[config.mk]
export PLATFORM = sky130hd
export DESIGN_NAME = vga_param
export DESIGN_NICKNAME = d
export VERILOG_FILES = /design/src/rtl/vga_pkg.sv /design/src/rtl/vga_axis_counter.sv /design/src/rtl/vga_param.sv
export SDC_FILE = /design/constraint.sdc
export NUM_CORES = 1
export LEC_CHECK = 0
export CAP_MARGIN = 10
export CORE_MARGIN = 4
export CORE_UTILIZATION = 53
export CTS_CLUSTER_SIZE = 28
export DETAILED_ROUTE_END_ITERATION = 8
export PLACE_DENSITY = 0.81
export SYNTH_ARGS = -nofsm -noshare
export SYNTH_HDL_FRONTEND = slang
export SYNTH_SLANG_ARGS = --single-unit
[constraint.sdc]
create_clock -name clk -period 5.3 [get_ports clk]
set_input_delay 1.325 -clock clk [delete_from_list [all_inputs] [get_ports clk]]
set_output_delay 1.325 -clock clk [all_outputs]
set_load 0.05 [all_outputs]
[src/rtl/vga_pkg.sv]
`default_nettype none
// +---------------------------------------------------------------------+
// | vga_pkg : shared mode constants, delay-tap type and sizing helpers  |
// | Revision: 1.0                                                       |
// +---------------------------------------------------------------------+
package vga_pkg;

   typedef struct packed {
      int   h_active;
      int   h_fp;
      int   h_sync;
      int   h_bp;
      int   v_active;
      int   v_fp;
      int   v_sync;
      int   v_bp;
      logic hs_pol;
      logic vs_pol;
      int   pclk_hz;
   } vga_mode_t;

   // 800x600@72 with a 50 MHz pixel clock
   localparam vga_mode_t MODE_SVGA = '{
      h_active: 800, h_fp: 56, h_sync: 120, h_bp: 64,
      v_active: 600, v_fp: 37, v_sync: 6,   v_bp: 23,
      hs_pol: 1'b1, vs_pol: 1'b1, pclk_hz: 50_000_000
   };

   // 640x480@60 with a 25 MHz pixel clock
   localparam vga_mode_t MODE_VGA = '{
      h_active: 640, h_fp: 16, h_sync: 96, h_bp: 48,
      v_active: 480, v_fp: 10, v_sync: 2,  v_bp: 33,
      hs_pol: 1'b0, vs_pol: 1'b0, pclk_hz: 25_000_000
   };

   typedef struct packed {
      logic hs;
      logic vs;
      logic active;
      logic first;
   } vga_tap_t;

   function automatic int axis_total(input int active, input int fp,
                                     input int sync, input int bp);
      return active + fp + sync + bp;
   endfunction

   function automatic int cnt_width(input int total);
      return (total < 2) ? 1 : $clog2(total);
   endfunction

endpackage
`default_nettype wire

[src/rtl/vga_axis_counter.sv]
`default_nettype none
// +---------------------------------------------------------------------+
// | vga_axis_counter : one timing axis (position, active, sync, wrap)   |
// | Revision: 1.0                                                       |
// +---------------------------------------------------------------------+
module vga_axis_counter
   import vga_pkg::*;
#(
   parameter  int ACTIVE = 800,
   parameter  int FP     = 56,
   parameter  int SYNC   = 120,
   parameter  int BP     = 64,
   localparam int TOTAL  = axis_total(ACTIVE, FP, SYNC, BP),
   localparam int W      = cnt_width(TOTAL)
) (
   input  logic         clk,
   input  logic         rst,
   input  logic         step_i,
   output logic [W-1:0] count_o,
   output logic         active_o,
   output logic         in_sync_o,
   output logic         wrap_o
);

   localparam logic [W-1:0] LAST    = W'(TOTAL - 1);
   localparam logic [W-1:0] ACT_END = W'(ACTIVE);
   localparam logic [W-1:0] SYNC_LO = W'(ACTIVE + FP);
   localparam logic [W-1:0] SYNC_HI = W'(ACTIVE + FP + SYNC - 1);

   logic [W-1:0] count_q;
   logic [W-1:0] count_d;

   always_comb begin
      count_d = count_q;
      if (step_i) begin
         count_d = wrap_o ? '0 : count_q + W'(1);
      end
   end

   always_ff @(posedge clk) begin
      if (rst) begin
         count_q <= '0;
      end else begin
         count_q <= count_d;
      end
   end

   assign count_o   = count_q;
   assign wrap_o    = (count_q == LAST);
   assign active_o  = (count_q < ACT_END);
   assign in_sync_o = (count_q >= SYNC_LO) && (count_q <= SYNC_HI);

endmodule
`default_nettype wire

[src/rtl/vga_param.sv]
`default_nettype none
// +---------------------------------------------------------------------+
// | vga_param : programmable VGA timing with fetch-latency realignment  |
// | Revision: 1.0                                                       |
// +---------------------------------------------------------------------+
module vga_param
   import vga_pkg::*;
#(
   parameter  int H_ACTIVE  = MODE_SVGA.h_active,
   parameter  int H_FP      = MODE_SVGA.h_fp,
   parameter  int H_SYNC    = MODE_SVGA.h_sync,
   parameter  int H_BP      = MODE_SVGA.h_bp,
   parameter  int V_ACTIVE  = MODE_SVGA.v_active,
   parameter  int V_FP      = MODE_SVGA.v_fp,
   parameter  int V_SYNC    = MODE_SVGA.v_sync,
   parameter  int V_BP      = MODE_SVGA.v_bp,
   parameter  bit HS_POL    = MODE_SVGA.hs_pol,
   parameter  bit VS_POL    = MODE_SVGA.vs_pol,
   parameter  int CB        = 2,
   parameter  int FETCH_LAT = 1,
   localparam int H_TOTAL   = axis_total(H_ACTIVE, H_FP, H_SYNC, H_BP),
   localparam int V_TOTAL   = axis_total(V_ACTIVE, V_FP, V_SYNC, V_BP),
   localparam int HW        = cnt_width(H_TOTAL),
   localparam int VW        = cnt_width(V_TOTAL)
) (
   input  logic          clk,
   input  logic          rst,
   input  logic          en,
   input  logic [3*CB-1:0] pixel,
   output logic [CB-1:0] red,
   output logic [CB-1:0] green,
   output logic [CB-1:0] blue,
   output logic          hsync,
   output logic          vsync,
   output logic          blank,
   output logic          frame_start,
   output logic [HW-1:0] nextH,
   output logic [VW-1:0] nextV,
   output logic          nextActive
);

   logic [HW-1:0] h_count;
   logic [VW-1:0] v_count;
   logic          h_active, h_sync, h_wrap;
   logic          v_active, v_sync, v_wrap_unused;

   vga_axis_counter #(
      .ACTIVE (H_ACTIVE),
      .FP     (H_FP),
      .SYNC   (H_SYNC),
      .BP     (H_BP)
   ) u_h_axis (
      .clk       (clk),
      .rst       (rst),
      .step_i    (en),
      .count_o   (h_count),
      .active_o  (h_active),
      .in_sync_o (h_sync),
      .wrap_o    (h_wrap)
   );

   // The line counter steps only when the pixel counter wraps, so both wrap together.
   vga_axis_counter #(
      .ACTIVE (V_ACTIVE),
      .FP     (V_FP),
      .SYNC   (V_SYNC),
      .BP     (V_BP)
   ) u_v_axis (
      .clk       (clk),
      .rst       (rst),
      .step_i    (en & h_wrap),
      .count_o   (v_count),
      .active_o  (v_active),
      .in_sync_o (v_sync),
      .wrap_o    (v_wrap_unused)
   );

   assign nextH      = h_count;
   assign nextV      = v_count;
   assign nextActive = h_active & v_active;

   vga_tap_t tap_now;
   vga_tap_t tap_dly;

   always_comb begin
      tap_now.hs     = h_sync;
      tap_now.vs     = v_sync;
      tap_now.active = h_active & v_active;
      tap_now.first  = (h_count == '0) && (v_count == '0);
   end

   generate
      if (FETCH_LAT == 0) begin : g_lat_wire
         assign tap_dly = tap_now;
      end else begin : g_lat_pipe
         vga_tap_t dly_q [FETCH_LAT];

         always_ff @(posedge clk) begin
            if (rst) begin
               for (int i = 0; i < FETCH_LAT; i++) begin
                  dly_q[i] <= '0;
               end
            end else if (en) begin
               dly_q[0] <= tap_now;
               for (int i = 1; i < FETCH_LAT; i++) begin
                  dly_q[i] <= dly_q[i-1];
               end
            end
         end

         assign tap_dly = dly_q[FETCH_LAT-1];
      end
   endgenerate

   logic [CB-1:0] red_q, red_d, green_q, green_d, blue_q, blue_d;
   logic          hsync_q, hsync_d, vsync_q, vsync_d;
   logic          blank_q, blank_d, frame_start_q, frame_start_d;

   // frame_start is a single-clock pulse, so it drops even on idle clocks.
   always_comb begin
      red_d         = red_q;
      green_d       = green_q;
      blue_d        = blue_q;
      hsync_d       = hsync_q;
      vsync_d       = vsync_q;
      blank_d       = blank_q;
      frame_start_d = 1'b0;
      if (en) begin
         red_d         = tap_dly.active ? pixel[3*CB-1 -: CB] : '0;
         green_d       = tap_dly.active ? pixel[2*CB-1 -: CB] : '0;
         blue_d        = tap_dly.active ? pixel[CB-1:0]       : '0;
         hsync_d       = tap_dly.hs ? HS_POL : ~HS_POL;
         vsync_d       = tap_dly.vs ? VS_POL : ~VS_POL;
         blank_d       = ~tap_dly.active;
         frame_start_d = tap_dly.first;
      end
   end

   always_ff @(posedge clk) begin
      if (rst) begin
         red_q         <= '0;
         green_q       <= '0;
         blue_q        <= '0;
         hsync_q       <= ~HS_POL;
         vsync_q       <= ~VS_POL;
         blank_q       <= 1'b1;
         frame_start_q <= 1'b0;
      end else begin
         red_q         <= red_d;
         green_q       <= green_d;
         blue_q        <= blue_d;
         hsync_q       <= hsync_d;
         vsync_q       <= vsync_d;
         blank_q       <= blank_d;
         frame_start_q <= frame_start_d;
      end
   end

   assign red         = red_q;
   assign green       = green_q;
   assign blue        = blue_q;
   assign hsync       = hsync_q;
   assign vsync       = vsync_q;
   assign blank       = blank_q;
   assign frame_start = frame_start_q;

endmodule
`default_nettype wire

==> metrics.md <==
| Metric | Value |
|---|---|
| Status | finished, final reports clean |
| Post-CTS Repair Setup Buffers | 0 |
| Final Skew | 0.0116 ns |
| Fill cell count | 257 |
| Gr usage total | 20.1% |
| # diodes | 0 |
| R2R setup slack | 3.31 ns |
| H-tree depth | 2 |
| DRC | 0 |
| Antenna Nets Post-Route | 0 |
| Routed wire per std cell | 14.3 um |
| Avg Inst Size Synth | 8.79 um^2 |
| Required @ worst endpoint | 3.97 ns |
| Clk Latency, worst-skew pair | 0.34 ns |
| Initial antenna violation count | 0 |
| Starting Density | 56.0% |
| IO Port Bufs | 40 |
| Max-cap violations | 0 |
| Hold Fails Final Rpt | 0 |
| Post-route setup TNS | 0 ns |
| R2R Path End | u_v_axis.count_o[9] |
| Area added between synthesis and finish | 28.0% |
| Sw Ratio | 24.8% |
| Fraction of registers with async set/reset | 0% |
| Die footprint | 4230 um^2 |
| Post-CTS Hold Fix Bufs | 0 |
| Synth area leaders | dfxtp_1 (36%), edfxtp_1 (7.0%), nor2_1 (5.7%) |
| Initial drt markers | 63 |
| Nets | 250 |
| Multi-input gate area | 916 um^2 |
| Cell variety after synth | 43 |
| Placed cells | 272 |
| Placed wire-length estimate | 2.98 mm |
| Post-synth EDFFs | 4 |
| Worst R2R Start | u_h_axis.count_o[1] |
| Final RePlAce weighted congestion | 0.860 |
| Register Area | 741 um^2 |
| Via density | 5.60 |
| Sequential area share after synthesis | 43.0% |
| Number of global-route vias before repair | 1450 |
| Hold Crit Class | flop to flop |
| Seq cells post-synth | 35 |
| R2R cell count | 5 |
| Syn Nets | 211 |
| Synth Instances | 196 |
| Arrival @ worst endpoint | 2.46 ns |
| WS Path Type | flop to output pin |
| Clock tree from TritonCTS | done |
| Period utilization | 71.4% |
| Largest net degree at the start of global routing | 18 |
| Netlist Area Pre-Place | 1720 um^2 |
| Clock Tree Buf Depth | 2 |
| Post-Layout Cell Count | 280 |
| Final min period | 3.79 ns |
| Clk pwr share | 31.4% |
| Routed WL | 4.00 mm |
| Ys flop type | dfxtp_1 |
| Post-synth top cells | dfxtp_1 (31), nor2_1 (26), a21oi_1 (16) |
| Pleak | 0.794 nW |
| Most instantiated library cell after synthesis | dfxtp_1 |
| Vias | 1568 |
| Die height | 65.0 um |
| Clk sink count | 35 |
| Hold Path Depth | 2 |
| Cts bufs inserted | 5 |
| Startpoint types | flop |
| # rows | 20 |
| Power Total | 0.474 mW |
| Cell Int Power | 0.357 mW |
| Core ar. | 3080 um^2 |
| Rel. slew slack | 60.2% |
| CTS root buf | clkbuf_4 |
| Layout cells sized above 1 | 7.20% |
| First-pass GRT wire length | 6.68 mm |
| RSZ-0062 raised after global routing | false |
| DRT Pass-1 Iters | 4 |
| Crit path capture type | output pin |
| Reg clk slew, reported paths | 0.11 ns |
| Pwr dens | 215 nW/um^2 |
| Post-CTS sizing | 0 |
| Worst Hold Path EP | hsync |
| Cell accounting for the most synthesized area | dfxtp_1 |
| Die width | 65.0 um |
| YS warnings | 0 |
| Hold_sp | g_lat_pipe.dly_q[0][3] |
| Grt ovf | 0 |
| Final setup violation count | 0 |
| Psw | 0.117 mW |
| Share of the synthesized area in the top cell type | 36.0% |
| Max-slew violation count | 0 |
| Combinational Power Share | 10.1% |
| CP Max Fanout | 9 |
| Seq pwr share | 58.4% |
| FMAX | 264 MHz |
| Crit. Startpoint | u_h_axis.count_o[5] |
| I/O Pins | 41 |
| Peak ir drop on the vdd network | 140 uV |
| Worst-margin pin slew | 0.595 ns |
==> power groups by stage <==
stage / logic, mW / registers (mW) / clock network, mW
floorplan: 0.0154 / 0.297 / 0
global placement: 0.0468 / 0.283 / 0
detailed placement: 0.0480 / 0.283 / 0
CTS: 0.0481 / 0.277 / 0.152
global route: 0.0509 / 0.278 / 0.166
finish: 0.0480 / 0.277 / 0.149
==> sequential cells by signal (all words and copies together) (netlist names) <==
| name | cells |
|---|---|
| red | 2 |
| hsync | 1 |
| u_h_axis.count_o | 11 |
| blue | 2 |
| frame_start | 1 |
| vsync | 1 |
| blank | 1 |
| green | 2 |
| u_v_axis.count_o | 10 |
| g_lat_pipe.dly_q | 4 |
==> cells by family after synthesis <==
group | after synthesis | share of synthesized area [%]
XOR/XNOR | 11 | 5.59
buffers and inverters | 17 | 3.85
multiplexers | 3 | 1.82
flip-flops | 35 | 43.0
AND/OR/NAND/NOR | 90 | 29.9
adder cells (fa/ha/maj) | 6 | 4.36
AO/OA/AOI/OAI | 34 | 11.5
==> final cells by class <==
class / instances / area share (%)
sequential: 35 / 33.6
tap: 44 / 2.50
multi-input combinational: 144 / 41.5
clock inverter: 1 / 0.227
timing repair buffer: 40 / 18.2
clock buffer: 7 / 2.50
inverter: 9 / 1.53
==> critical path, cell delays in order, from the launching register on <==
cell and delay [ns]:
dfxtp_1 0.42, or3_1 0.43, a221oi_1 0.40, clkdlybuf4s50_1 0.89
==> cells in the final DEF, fill, tap and decap left out, types with 5 or more instances in the layout <==
| master | synthesis | final |
|---|---|---|
| clkdlybuf4s50_1 | 0 | 40 |
| dfxtp_1 | 31 | 31 |
| nor2_1 | 26 | 26 |
| a21oi_1 | 16 | 16 |
| nand2_1 | 10 | 10 |
| inv_1 | 9 | 9 |
| o21ai_0 | 8 | 8 |
| nand3_1 | 8 | 8 |
| nand4_1 | 6 | 6 |
| xnor2_1 | 6 | 6 |
| nor2b_1 | 6 | 6 |
| ha_1 | 6 | 6 |
| or3_1 | 5 | 5 |
| xor2_1 | 5 | 5 |
| clkbuf_4 | 0 | 5 |
==> worst max-delay path by stage <==
stage | endpoint | slack, ns | cells past startpoint
after floorplan | nextActive | 1.55 | 3
after global placement | u_v_axis.count_o[9] | 1.83 | 5
after detailed placement | u_v_axis.count_o[9] | 1.72 | 5
after CTS | nextActive | 1.51 | 3
after global routing | nextActive | 1.40 | 3
final | nextActive | 1.51 | 3
==> metrics by stage <==
step | instance area [um^2] | setup slack [ns] | utilization [%] | hold slack [ns]
2_1_floorplan | 1720 | 1.55 | - | 0.439
3_3_place_gp | 2150 | 1.83 | 69.7 | 0.453
3_5_place_dp | 2150 | 1.72 | 69.7 | 0.482
4_1_cts | 2210 | 1.51 | 71.7 | 0.508
5_1_grt | 2210 | 1.40 | 71.7 | 0.546
6_report | 2210 | 1.51 | 71.7 | 0.499
==> metal layers <==
metal	global-route usage (%)	routed length (um)	up-vias
met1	24.9	1690	726
met3	5.03	338	2
met2	33.2	1960	72
met4	8.03	16	0
li1	-	-	768
met5	0	0	-
Note: power is estimated with default switching activity, not from simulation.
